**src/rtl/tank_pkg.sv**
```systemverilog
// Shared types and default timing constants for the tank life manager.
package tank_pkg;

    typedef enum logic [1:0] {
        IDLE  = 2'd0,
        ALIVE = 2'd1,
        DEAD  = 2'd2,
        OUT   = 2'd3
    } life_state_e;

    localparam int LIVES_W_DEF       = 4;
    localparam int CNT_W_DEF         = 32;
    localparam int REVIVE_P_DEF      = 1000000;
    localparam int REVIVE_E_DEF      = 5000000;
    localparam int SHIELD_CYCLES_DEF = 500000;

endpackage

```
**src/rtl/tank_life_fsm.sv**
```systemverilog
// Life/respawn FSM for one tank: state, respawn timer, spare-lives counter, revive pulse.
// Optional spawn shield after respawn when SPAWN_SHIELD_EN is defined.
import tank_pkg::*;

module tank_life_fsm #(
    parameter int REVIVE  = REVIVE_P_DEF,
    parameter int LIVES_W = LIVES_W_DEF,
    parameter int CNT_W   = CNT_W_DEF
`ifdef SPAWN_SHIELD_EN
    ,
    parameter int SHIELD_CYCLES = SHIELD_CYCLES_DEF
`endif
) (
    input  logic               clk_i,
    input  logic               reset_i,
    input  logic               load_i,
    input  logic [LIVES_W-1:0] lives_i,
    input  logic               hit_i,
    output logic               die_o,
    output logic               revive_o,
    output logic               out_o,
    output logic [LIVES_W-1:0] lives_left_o
`ifdef SPAWN_SHIELD_EN
    ,
    output logic               shield_o
`endif
);

    life_state_e        r_state, w_state_nxt;
    logic [CNT_W-1:0]   r_timer, w_timer_nxt;
    logic [LIVES_W-1:0] r_lives, w_lives_nxt;
    logic               r_revive, w_revive_nxt;
    logic               r_die;
`ifdef SPAWN_SHIELD_EN
    logic               r_shield, w_shield_nxt;
`endif

    always_ff @(posedge clk_i or posedge reset_i) begin
        if (reset_i) begin
            r_state  <= IDLE;
            r_timer  <= '0;
            r_lives  <= '0;
            r_revive <= 1'b0;
            r_die    <= 1'b0;
`ifdef SPAWN_SHIELD_EN
            r_shield <= 1'b0;
`endif
        end else begin
            r_state  <= w_state_nxt;
            r_timer  <= w_timer_nxt;
            r_lives  <= w_lives_nxt;
            r_revive <= w_revive_nxt;
            r_die    <= (w_state_nxt == DEAD) || (w_state_nxt == OUT);
`ifdef SPAWN_SHIELD_EN
            r_shield <= w_shield_nxt;
`endif
        end
    end

    always_comb begin
        w_state_nxt  = r_state;
        w_timer_nxt  = r_timer;
        w_lives_nxt  = r_lives;
        w_revive_nxt = 1'b0;
`ifdef SPAWN_SHIELD_EN
        w_shield_nxt = r_shield;
`endif
        if (load_i) begin
            w_timer_nxt = '0;
`ifdef SPAWN_SHIELD_EN
            w_shield_nxt = 1'b0;
`endif
            if (lives_i == '0) begin
                w_state_nxt = OUT;
                w_lives_nxt = '0;
            end else begin
                w_state_nxt = ALIVE;
                w_lives_nxt = lives_i - LIVES_W'(1);
            end
        end else begin
            case (r_state)
                ALIVE: begin
`ifdef SPAWN_SHIELD_EN
                    // Timer is free while alive, so it doubles as the shield counter
                    if (r_shield) begin
                        if (r_timer == CNT_W'(SHIELD_CYCLES - 1)) begin
                            w_shield_nxt = 1'b0;
                            w_timer_nxt  = '0;
                        end else begin
                            w_timer_nxt = r_timer + CNT_W'(1);
                        end
                    end else
`endif
                    if (hit_i) begin
                        w_state_nxt = DEAD;
                        w_timer_nxt = '0;
                    end
                end
                DEAD: begin
                    if (r_timer == CNT_W'(REVIVE - 1)) begin
                        w_timer_nxt = '0;
                        if (r_lives != '0) begin
                            w_lives_nxt  = r_lives - LIVES_W'(1);
                            w_state_nxt  = ALIVE;
                            w_revive_nxt = 1'b1;
`ifdef SPAWN_SHIELD_EN
                            w_shield_nxt = 1'b1;
`endif
                        end else begin
                            w_state_nxt = OUT;
                        end
                    end else begin
                        w_timer_nxt = r_timer + CNT_W'(1);
                    end
                end
                default: ;
            endcase
        end
    end

    assign die_o        = r_die;
    assign revive_o     = r_revive;
    assign out_o        = (r_state == OUT);
    assign lives_left_o = r_lives;
`ifdef SPAWN_SHIELD_EN
    assign shield_o     = r_shield;
`endif

endmodule

```
**src/rtl/tank_life_manager.sv**
```systemverilog
// Collision resolution plus per-tank life FSMs and per-side game-over flags.
// Optional spawn shield (shield_o) enabled by defining SPAWN_SHIELD_EN.
import tank_pkg::*;

module tank_life_manager #(
    parameter int N_PLAYERS     = 2,
    parameter int N_ENEMIES     = 4,
    parameter int LIVES_W       = LIVES_W_DEF,
    parameter int CNT_W         = CNT_W_DEF,
    parameter int REVIVE_P      = REVIVE_P_DEF,
    parameter int REVIVE_E      = REVIVE_E_DEF,
    parameter int SHIELD_CYCLES = SHIELD_CYCLES_DEF
) (
    input  logic                                   clk_i,
    input  logic                                   reset_i,
    input  logic                                   load_i,
    input  logic [(N_PLAYERS+N_ENEMIES)*LIVES_W-1:0] lives_i,
    input  logic [N_PLAYERS+N_ENEMIES-1:0]         box_i,
    input  logic [N_PLAYERS+N_ENEMIES-1:0]         bullet_i,
    input  logic                                   hard_block_i,
    input  logic                                   destroyable_block_i,
    input  logic                                   eagle_block_i,
    output logic [N_PLAYERS+N_ENEMIES-1:0]         bullet_explode_o,
    output logic                                   collide_wall_o,
    output logic                                   collide_eagle_o,
    output logic [N_PLAYERS+N_ENEMIES-1:0]         die_o,
    output logic [N_PLAYERS+N_ENEMIES-1:0]         revive_o,
    output logic [(N_PLAYERS+N_ENEMIES)*LIVES_W-1:0] lives_left_o,
    output logic                                   players_out_o,
    output logic                                   enemies_out_o
`ifdef SPAWN_SHIELD_EN
    ,
    output logic [N_PLAYERS+N_ENEMIES-1:0]         shield_o
`endif
);

    localparam int N_TANKS = N_PLAYERS + N_ENEMIES;

    if (REVIVE_P < 2 || REVIVE_E < 2 || SHIELD_CYCLES < 1) begin : g_bad_param
        $error("tank_life_manager: REVIVE_P/REVIVE_E must be >= 2 and SHIELD_CYCLES >= 1");
    end

    logic               w_pb, w_eb, w_anybox;
    logic [N_TANKS-1:0] w_hit;
    logic [N_TANKS-1:0] w_out;
    logic               r_players_out, r_enemies_out;

    assign w_pb     = |bullet_i[N_PLAYERS-1:0];
    assign w_eb     = |bullet_i[N_TANKS-1:N_PLAYERS];
    assign w_anybox = |box_i;

    // Each side is only threatened by the other side's bullets
    always_comb begin
        bullet_explode_o = '0;
        w_hit            = '0;
        for (int k = 0; k < N_TANKS; k++) begin
            if (k < N_PLAYERS) begin
                bullet_explode_o[k] = bullet_i[k] & (hard_block_i | w_anybox | w_eb);
                w_hit[k]            = box_i[k] & w_eb;
            end else begin
                bullet_explode_o[k] = bullet_i[k] & (hard_block_i | w_anybox | w_pb);
                w_hit[k]            = box_i[k] & w_pb;
            end
        end
    end

    assign collide_wall_o  = destroyable_block_i & (|bullet_i);
    assign collide_eagle_o = eagle_block_i & (|bullet_i);

    for (genvar g = 0; g < N_TANKS; g++) begin : g_tank
        localparam int REV = (g < N_PLAYERS) ? REVIVE_P : REVIVE_E;
        tank_life_fsm #(
            .REVIVE  (REV),
            .LIVES_W (LIVES_W),
            .CNT_W   (CNT_W)
`ifdef SPAWN_SHIELD_EN
            ,
            .SHIELD_CYCLES (SHIELD_CYCLES)
`endif
        ) u_fsm (
            .clk_i        (clk_i),
            .reset_i      (reset_i),
            .load_i       (load_i),
            .lives_i      (lives_i[g*LIVES_W +: LIVES_W]),
            .hit_i        (w_hit[g]),
            .die_o        (die_o[g]),
            .revive_o     (revive_o[g]),
            .out_o        (w_out[g]),
            .lives_left_o (lives_left_o[g*LIVES_W +: LIVES_W])
`ifdef SPAWN_SHIELD_EN
            ,
            .shield_o     (shield_o[g])
`endif
        );
    end

    always_ff @(posedge clk_i or posedge reset_i) begin
        if (reset_i) begin
            r_players_out <= 1'b0;
            r_enemies_out <= 1'b0;
        end else begin
            r_players_out <= &w_out[N_PLAYERS-1:0];
            r_enemies_out <= &w_out[N_TANKS-1:N_PLAYERS];
        end
    end

    assign players_out_o = r_players_out;
    assign enemies_out_o = r_enemies_out;

endmodule

```
**config.mk**
```make
export PLATFORM = sky130hd
export DESIGN_NAME = tank_life_manager
export DESIGN_NICKNAME = d
export VERILOG_FILES = /design/src/rtl/tank_pkg.sv /design/src/rtl/tank_life_fsm.sv /design/src/rtl/tank_life_manager.sv
export SDC_FILE = /design/constraint.sdc
export NUM_CORES = 1
export LEC_CHECK = 0
export BUFFER_PORTS_ARGS = -buffer_cell sky130_fd_sc_hd__buf_2
export CAP_MARGIN = 40
export CORE_MARGIN = 4
export CORE_UTILIZATION = 38
export CTS_CLUSTER_DIAMETER = 30
export DETAILED_ROUTE_END_ITERATION = 16
export GPL_TIMING_DRIVEN = 1
export PLACE_DENSITY_LB_ADDON = 0.12
export REMOVE_ABC_BUFFERS = 1
export SYNTH_ARGS = -nofsm -noshare
export SYNTH_HDL_FRONTEND = slang
export SYNTH_SLANG_ARGS = --single-unit
```
**constraint.sdc**
```tcl
create_clock -name clk_i -period 8.2 [get_ports clk_i]
set_input_delay 2.05 -clock clk_i [delete_from_list [all_inputs] [get_ports clk_i]]
set_output_delay 2.05 -clock clk_i [all_outputs]
set_load 0.005 [all_outputs]
```
After elaboration in Yosys (flattened, before gate mapping)
Index checks and enable logic that the tools add are counted.

Register bits: 242. Bits in latches: 0. Memory bits (writable): 0. ROM bits: 0. Bits of input ports: 42. Output and inout port bits: 46. Word-level logic and storage cells: 283. Memories kept: 0.

Add/sub/neg operators: 18. $mul: 0. Div/mod/pow operators: 0. Magnitude comparators: 0. Equality and inequality tests: 42. Shifts and indexed selects: 0. Muxes and demuxes: 114. Bitwise operators: 17. Reductions and logical operators: 60.

Operators with widths (count): 32-bit 2-to-1 mux (18); 32-bit case mux with 2 select lines (6); 32-bit by 1-bit adder with 32-bit output (second input constant) (6); 32-bit by 23-bit == test with 1-bit output (second input constant) (4); 4-bit 2-to-1 mux (30); 32-bit by 20-bit == test with 1-bit output (second input constant) (2); 2-bit 2-to-1 mux (30); 2-bit == test (second input constant) (24); 4-bit by 1-bit subtractor with 4-bit output (second input constant) (12); 2-bit nonzero test (18); 4-bit zero test (6); 1-bit 2-to-1 mux (24); 2-bit case mux with 2 select lines (6); 4-bit nonzero test (6); 3-bit by 2-bit != test with 1-bit output (second input constant) (6); 3-bit AND reduction (6); 3-bit nonzero test (6); 1-bit AND (14); 2-bit AND reduction (7); 2-bit by 1-bit == test with 1-bit output (second input constant) (6); 6-bit OR reduction (2); 1-bit logical OR (6); 4-bit AND reduction (1); 4-bit OR reduction (1); 2 further kinds (4).

Longest topological paths before layout
Gate-level depths: netlist (run 1).

Depth in word-level cells: 7. Mapped depth: 9. Mapped depth without buffers: 7.

Cells and area by module
A second synthesis (run 1) with hierarchy kept.

Cell total of the unflattened synthesis: 1539. Area total of the unflattened synthesis: 14274.9 sq um.

By module, submodules not included: tank_life_fsm (g_tank[2].u_fsm ...) (instances 3, cells an instance 260, area an instance 2353.5 sq um, sequential area each 1001.0 sq um); tank_life_fsm (g_tank[0].u_fsm ...) (instances 2, cells an instance 241, area an instance 2296.0 sq um, sequential area each 1001.0 sq um); tank_life_fsm (g_tank[5].u_fsm) (instances 1, cells an instance 248, area an instance 2382.3 sq um, sequential area each 1001.0 sq um); tank_life_manager (instances 1, cells an instance 29, area an instance 240.2 sq um, sequential area each 50.0 sq um).

Worst setup path before layout (run 1)
No wires, ideal clock.

Path type: input port to output port. From: input box_i[4]. To: output bullet_explode_o[2]. Data arrival time: 3.074 ns. Required time: 6.150 ns. Slack: 3.076 ns. Stages: 4. Buffers on the path: 0. Cells stage by stage: or4_1 > nor4_1 > nand2_1 > and2_1.

Word-level cells in the longest chain between the ends: 4.

Ends and longest elaborated chain: from (decl) (line tank_life_manager.sv:18) `input logic [N_PLAYERS+N_ENEMIES-1:0] box_i,`; 6-bit OR reduction (line tank_life_manager.sv:50) `assign w_anybox = |box_i;`; 1-bit OR (2 in series) (line tank_life_manager.sv:61) `bullet_explode_o[k] = bullet_i[k] & (hard_block_i | w_anybox | w_pb);`; 1-bit AND (line tank_life_manager.sv:61); to (decl) (line tank_life_manager.sv:23) `output logic [N_PLAYERS+N_ENEMIES-1:0] bullet_explode_o,`.

Every way passes these cells.

Final worst setup path (run 1)
Same ends and word-level chain as after synthesis.

==> metrics, run 1 <==
post-DR vias/cell 5.50; largest net degree at the start of global routing 130; Total Nets Final 1,726; RSZ-0062 raised after global routing no; Yosys cell types 71; Clk Latency, worst-skew pair 560 ps; most used cell, CP buf_2; top layer in use met5; pwr/cell area 261 nW/um^2; hold crit path type register to register; WP buf/inv 2; Num CTS Buffers 74; Port Buffer Count 87; post-CTS sizing 0; Yosys top cell by area dfrtp_1; global-route usage over all layers 18.7%; die extent in y 200 um; crit path kind input port to primary output; total grt overflow 0; largest family of logic cells by synthesized area simple AND/OR/NAND/NOR gates; Peak Freq 176 MHz; via count 11,900; internal power 3.43 mW; fin crit share 69.3%; share of cells above drive strength 1 15.0%; fin crit period 5680 ps; Core Area 35,900 sq um; Routed Antenna Nets 0; first-pass GRT wire length 60.8 mm; # diodes 0; met2 wire len 16.7 mm; CP Launch Type input port; Crit path arrival time 3630 ps; Peak VDD IR 121 uV; Slew HR 40.0%; DRC violations left 0; P_sw 1.10 mW; DRT iter0 DRCs 782; H-tree depth 3; Worst-Margin Slew 897 ps; status completed; Switching Fraction 24.3%; setup TNS 0 ps; power share of the clock group 62.3%; register bit count reported by yosys 242; initial antenna violation count 1; count leader, synth dfrtp_1; Post-synth EDFFs 0; Die ar. 39,900 sq um; Gate Count Post-Synth 1,538; Max Slew Vio Count 0; Async S/R FF share, synth 100%; Layout area overhead 24.2%; post-DR wirelength/cell 17.0 um; clk buf depth 3; adder-cell share of the synthesized area 3.22%; post-synthesis area per instance 9.09 sq um; Hold Fails Final Rpt 0; Post-Syn Area 14,000 sq um; TritonCTS clock tree built; post-CTS setup buffers 0; number of iterations in the first detailed-routing pass 5; routed length on met3 1.90 mm; fillers 3,392; CP max stage delay 670 ps; fin worst setup slack 2520 ps; Setup violations, final 0; Synth Area in XOR/XNOR 9.65%; worst-path fanout max 4; critical path capture point type primary output; Reg area 6060 sq um; mux contribution to synthesized area 0.743%; Yosys top cell area share 43.3%; Reg power frac 28.2%; Post-synth top cells dfrtp_1 (242), nor2_1 (178), nand2_1 (95); Synth area leaders dfrtp_1 (43%), xnor2_1 (5.8%), nor2_1 (4.8%), xor2_1 (3.8%), nand4_1 (3.8%); CP delay by family, top simple AND/OR/NAND/NOR gates; global placer's final weighted congestion 0.795; Clock transition at path regs 40 ps; io pins 88; worst-path cell chain buf_2 -> or4_1 -> nor4_1 -> nand2_1 -> and2_1 -> buf_2; met1 WL 17.2 mm; CP max-delay cell or4_1; Detailed Route WL 36.7 mm; number of global-route vias before repair 11,700; max_cap viols 0; # hold bufs at CTS 0; clock root buffer clkbuf_16; leakage 7.03 nW; Main synth FF type dfrtp_1; Die Width 200 um; Rows 69; required time of the critical path 6150 ps; Setup WS pre-CTS 2470 ps; Synth Area in Compound Gates 9.92%; synth warn 0; Starting Density 38.9%; Setup Skew 19.7 ps; multi-input combinational cell area 7390 sq um; post-synthesis sequential area ratio 43.3%; Sink Count 242; Logic pwr share 9.5%; Detailed Place HPWL 24.5 mm; Synth Area in Simple Gates 29.3%
-- final cells by class --
type	instances	share of cell area, %
Clock buffer	109	12.7
Clock inverter	22	1.78
Inverter	52	1.17
Multi-Input combinational cell	1174	42.6
Sequential cell	242	34.9
Tap cell	461	3.32
Timing Repair Buffer	104	3.60
-- power groups by stage --
stage / registers, mW / logic [mW] / clock network, mW
floorplan: 1.29 / 0.268 / 0
global placement: 1.30 / 0.420 / 0
detailed placement: 1.30 / 0.433 / 0
CTS: 1.28 / 0.436 / 2.89
global route: 1.29 / 0.486 / 2.97
finish: 1.28 / 0.429 / 2.83
-- path summary, 6_finish.rpt --
check,cells after the start,to,slack [ps],startpoint
min in group asynchronous,3,players_out_o$_DFF_PP0_,1580,reset_i
max in group asynchronous,4,g_tank[1].u_fsm.r_timer[21]$_DFFE_PP0P_,5450,reset_i
worst max register to register,7,g_tank[5].u_fsm.r_timer[26]$_DFFE_PP0P_,5210,g_tank[5].u_fsm.r_state[1]$_DFF_PP0_
worst min register to register,1,g_tank[0].u_fsm.r_timer[31]$_DFFE_PP0P_,490,g_tank[0].u_fsm.r_timer[31]$_DFFE_PP0P_
worst max-delay path,6,bullet_explode_o[2],2520,box_i[4]
worst min-delay path,1,g_tank[0].u_fsm.r_timer[31]$_DFFE_PP0P_,490,g_tank[0].u_fsm.r_timer[31]$_DFFE_PP0P_
-- kinds of logic (layout without fill, tap and decap cells) --
logic type	after synthesis	count (layout)
DFF	242	242
xor gates and xnor gates	154	154
AOI/OAI and AO/OA	215	215
adders and majority gates	36	36
and+or+nand+nor	759	759
muxes	10	10
buffers and inverters	122	287
-- registers in the layout, indices dropped and copies added (netlist names) --
name,flops
g_tank.u_fsm.lives_left_o,24
g_tank.u_fsm.r_timer,192
enemies_out_o,1
players_out_o,1
g_tank.u_fsm.revive_o,6
g_tank.u_fsm.die_o,6
g_tank.u_fsm.r_state,12
-- stage by stage --
step / hold slack, ps / instance area [sq um] / util, % / power, mW / std cells
6_report: 491 / 17400 / 48.3 / 4.54 / 2164
3_3_place_gp: 480 / 14800 / 41.1 / 1.72 / 2028
2_1_floorplan: 453 / 13600 / - / 1.56 / 1468
5_1_grt: 517 / 17400 / 48.3 / 4.74 / 2164
4_1_cts: 495 / 17400 / 48.3 / 4.60 / 2164
3_5_place_dp: 491 / 14900 / 41.4 / 1.73 / 2033
-- cells in the final DEF, fill, tap and decap left out, types with 7 or more instances in the layout --
cell / n
and2_1: 18
inv_1: 51
clkinv_2: 7
or3_1: 38
xor2_1: 61
and3_1: 22
or2_2: 10
o31ai_1: 9
o22ai_1: 7
or4_1: 19
a21oi_1: 50
nor4b_1: 17
nand2_1: 95
a31oi_1: 8
ha_1: 36
xnor2_1: 93
and4_1: 21
nor3b_1: 7
nand2b_1: 9
buf_2: 87
nor4_1: 58
clkbuf_1: 17
clkbuf_16: 77
mux2i_1: 7
nor2_1: 178
buf_4: 12
o21ai_0: 73
nor2b_1: 11
clkbuf_8: 15
bufinv_16: 7
dfrtp_1: 242
nor3_1: 71
a21o_1: 7
nand4_1: 84
nand3_1: 77
-- routing by layer --
metal | vias to the layer above | GRT usage [%]
met5 | - | 0
met4 | 2 | 6.72
met3 | 82 | 4.43
met2 | 248 | 29.0
met1 | 5740 | 25.7
li1 | 5829 | -
Power figures use the tool's default switching activity.
==> run 2: changes to the inputs <==
- ABC_AREA: unset -> 1
- clock period: 8.2 -> 5.4 ns (I/O delays scaled with it)
==> metrics, run 2 <==
io pins 88 (unchanged); count leader, synth nand2_1 (was dfrtp_1); TritonCTS clock tree built (unchanged); hold slack 503 ps (was 491 ps); P_sw 1.82 mW (was 1.10 mW); DRT iter0 DRCs 792 (was 782); Detailed Route WL 43.1 mm (was 36.7 mm); worst-path fanout max 4 (unchanged); leading cell types in the layout, fill and taps excluded nand2_1 (598), nor2_1 (457), inv_1 (321) (was dfrtp_1 (242), nor2_1 (178), nand2_1 (95)); Peak VDD IR 188 uV (was 121 uV); fin crit share 79.9%; synth warn 0 (unchanged); # diodes 0 (unchanged); Core Area 41,900 sq um (was 35,900 sq um); total grt overflow 0 (unchanged); post-CTS sizing 0 (unchanged); DRC violations left 0 (unchanged); Total Nets Final 2,565 (was 1,726); fin crit period 4310 ps; Reg power frac 28.0% (was 28.2%); Crit path arrival time 2960 ps (was 3630 ps); Die Width 214 um (was 200 um); Post-synth top cells nand2_1 (598), nor2_1 (457), inv_1 (322) (was dfrtp_1 (242), nor2_1 (178), nand2_1 (95)); Synth Area in Simple Gates 39.0% (was 29.3%); Routed Antenna Nets 0 (unchanged); Synth area leaders dfrtp_1 (37%), nand2_1 (14%), nor2_1 (11%), inv_1 (7.5%), nand3_1 (4.6%) (was dfrtp_1 (43%), xnor2_1 (5.8%), nor2_1 (4.8%), xor2_1 (3.8%), nand4_1 (3.8%)); post-CTS setup buffers 0 (unchanged); Max Slew Vio Count 0 (unchanged); RSZ-0062 raised after global routing no (unchanged); Num CTS Buffers 73 (was 74); Sink Count 242 (unchanged); number of flip-flops in the largest register 192 (unchanged); first-pass GRT wire length 73.5 mm (was 60.8 mm); Setup violations, final 0 (unchanged); Synth Area in XOR/XNOR 3.52% (was 9.65%); Clock transition at path regs 40 ps (about the same); placed insts 2,951 (was 2,033); share of cells above drive strength 1 12.4% (was 15.0%); Hold Fails Final Rpt 0 (unchanged); die extent in y 214 um (was 200 um); largest net degree at the start of global routing 106 (was 130); global placer's final weighted congestion 0.867 (was 0.795); Post-Layout Cell Count 3,082 (was 2,164); Port Buffer Count 87 (unchanged); post-synthesis sequential area ratio 37.5% (was 43.3%); Yosys cell types 50 (was 71); commonest non-fill, non-tap cell in the layout nand2_1 (was dfrtp_1); CP max-delay cell and3_1 (was or4_1); via count 15,100 (was 11,900); global-route usage over all layers 19.1% (was 18.7%); number of global-route vias before repair 14,600 (was 11,700); post-DR wirelength/cell 14.0 um (was 17.0 um); worst-path cell chain buf_2 -> nor2_1 -> nand2_1 -> nor4_1 -> and3_1 -> nor2_1 -> buf_2 (was buf_2 -> or4_1 -> nor4_1 -> nand2_1 -> and2_1 -> buf_2); Worst-Margin Slew 769 ps (was 897 ps); Peak Freq 232 MHz; clock root buffer clkbuf_16 (unchanged); mux contribution to synthesized area 0% (was 0.743%); max_cap viols 0 (unchanged); Synth Area in Compound Gates 7.00% (was 9.92%); Largest Register g_tank.u_fsm.r_timer (unchanged); Logic pwr share 11.6% (was 9.5%); Detailed Place HPWL 31.6 mm (was 24.5 mm); CP Launch Type input port (unchanged); Clk Latency, worst-skew pair 570 ps (was 560 ps); Yosys top cell area share 37.5% (was 43.3%); CP max stage delay 450 ps (was 670 ps); leakage 8.95 nW (was 7.03 nW); adder-cell share of the synthesized area 2.79% (was 3.22%); Post-Syn Area 16,200 sq um (was 14,000 sq um); Setup Skew 18.3 ps (was 19.7 ps); Yosys top cell by area dfrtp_1 (unchanged); Starting Density 38.5% (was 38.9%); required time of the critical path 4050 ps (was 6150 ps); critical path capture point type primary output (unchanged); # hold bufs at CTS 0 (unchanged); Post-synth EDFFs 0 (unchanged); Slew HR 48.6% (was 40.0%); Main synth FF type dfrtp_1 (unchanged); pwr/cell area 357 nW/um^2 (was 261 nW/um^2); register bit count reported by yosys 242 (unchanged); crit path kind input port to primary output (unchanged); power share of the clock group 60.4% (was 62.3%); internal power 5.12 mW (was 3.43 mW); post-DR vias/cell 4.91 (was 5.50); largest family of logic cells by synthesized area simple AND/OR/NAND/NOR gates (unchanged); Rows 75 (was 69); post-synthesis area per instance 6.83 sq um (was 9.09 sq um); Async S/R FF share, synth 100% (unchanged); initial antenna violation count 0 (was 1); number of iterations in the first detailed-routing pass 5 (unchanged); status completed (unchanged); Die ar. 45,900 sq um (was 39,900 sq um); hold crit path type register to register (unchanged); clk buf depth 3 (unchanged); Gate Count Post-Synth 2,365 (was 1,538); H-tree depth 3 (unchanged); Layout area overhead 20.3% (was 24.2%); Switching Fraction 26.2% (was 24.3%)
run 2: cell families after synthesis:
| kind of cell | Yosys count |
|---|---|
| AO/OA/AOI/OAI | 199 |
| XOR/XNOR | 65 |
| buffers and inverters | 382 |
| flip-flops | 242 |
| AND/OR/NAND/NOR | 1441 |
| adder cells (fa/ha/maj) | 36 |
run 2: critical path, delay by kind of cell:
kind	cells	cell delay (ps)
buf+inv	2	250
simple gates	5	1350
run 2: worst paths after layout:
check	endpoint	cells after the start	startpoint	slack (ps)
setup / recovery	bullet_explode_o[4]	7	box_i[1]	1090
hold / removal	g_tank[1].u_fsm.r_timer[1]$_DFFE_PP0P_	2	g_tank[1].u_fsm.r_timer[1]$_DFFE_PP0P_	500
setup reg to reg	g_tank[0].u_fsm.r_timer[20]$_DFFE_PP0P_	9	g_tank[0].u_fsm.r_state[0]$_DFF_PP0_	2790
hold reg to reg	g_tank[1].u_fsm.r_timer[1]$_DFFE_PP0P_	2	g_tank[1].u_fsm.r_timer[1]$_DFFE_PP0P_	500
max in group asynchronous	g_tank[5].u_fsm.r_timer[22]$_DFFE_PP0P_	4	reset_i	3370
min in group asynchronous	g_tank[2].u_fsm.revive_o$_DFF_PP0_	2	reset_i	720
run 2: area by class of cell:
type / count / area [sq um]
clock buffer: 112 / 2250
clock inverter: 19 / 219
fill: 4271 / 22500
inverter: 334 / 1270
multi-input combinational: 1741 / 8450
sequential: 242 / 6060
tap: 539 / 674
timing repair buffer: 95 / 528
run 2: stage by stage:
step | utilization, % | worst slack [ps] | cell area (sq um) | TNS [ps] | power (mW)
finish | 46.3 | 1090 | 19400 | 0 | 6.94
global route | 46.3 | 858 | 19400 | 0 | 7.27
global placement | 40.4 | 1040 | 16900 | 0 | 2.78
CTS | 46.3 | 967 | 19400 | 0 | 7.05
detailed placement | 40.5 | 1010 | 17000 | 0 | 2.79
floorplan | - | -2590 | 15800 | -627940 | 2.49
run 2: power by group through the flow:
stage	registers [mW]	clock network, mW	logic (mW)
2_1_floorplan	1.95	0	0.535
3_3_place_gp	1.97	0	0.810
3_5_place_dp	1.97	0	0.818
4_1_cts	1.94	4.28	0.823
5_1_grt	1.95	4.39	0.923
6_report	1.94	4.19	0.807
run 2: routing by layer:
layer	track usage [%]	wire length (um)	up-vias
li1	-	-	7743
met1	26.8	21300	7001
met2	29.7	18900	303
met3	3.34	1820	74
met4	6.89	1060	0
met5	0	0	-
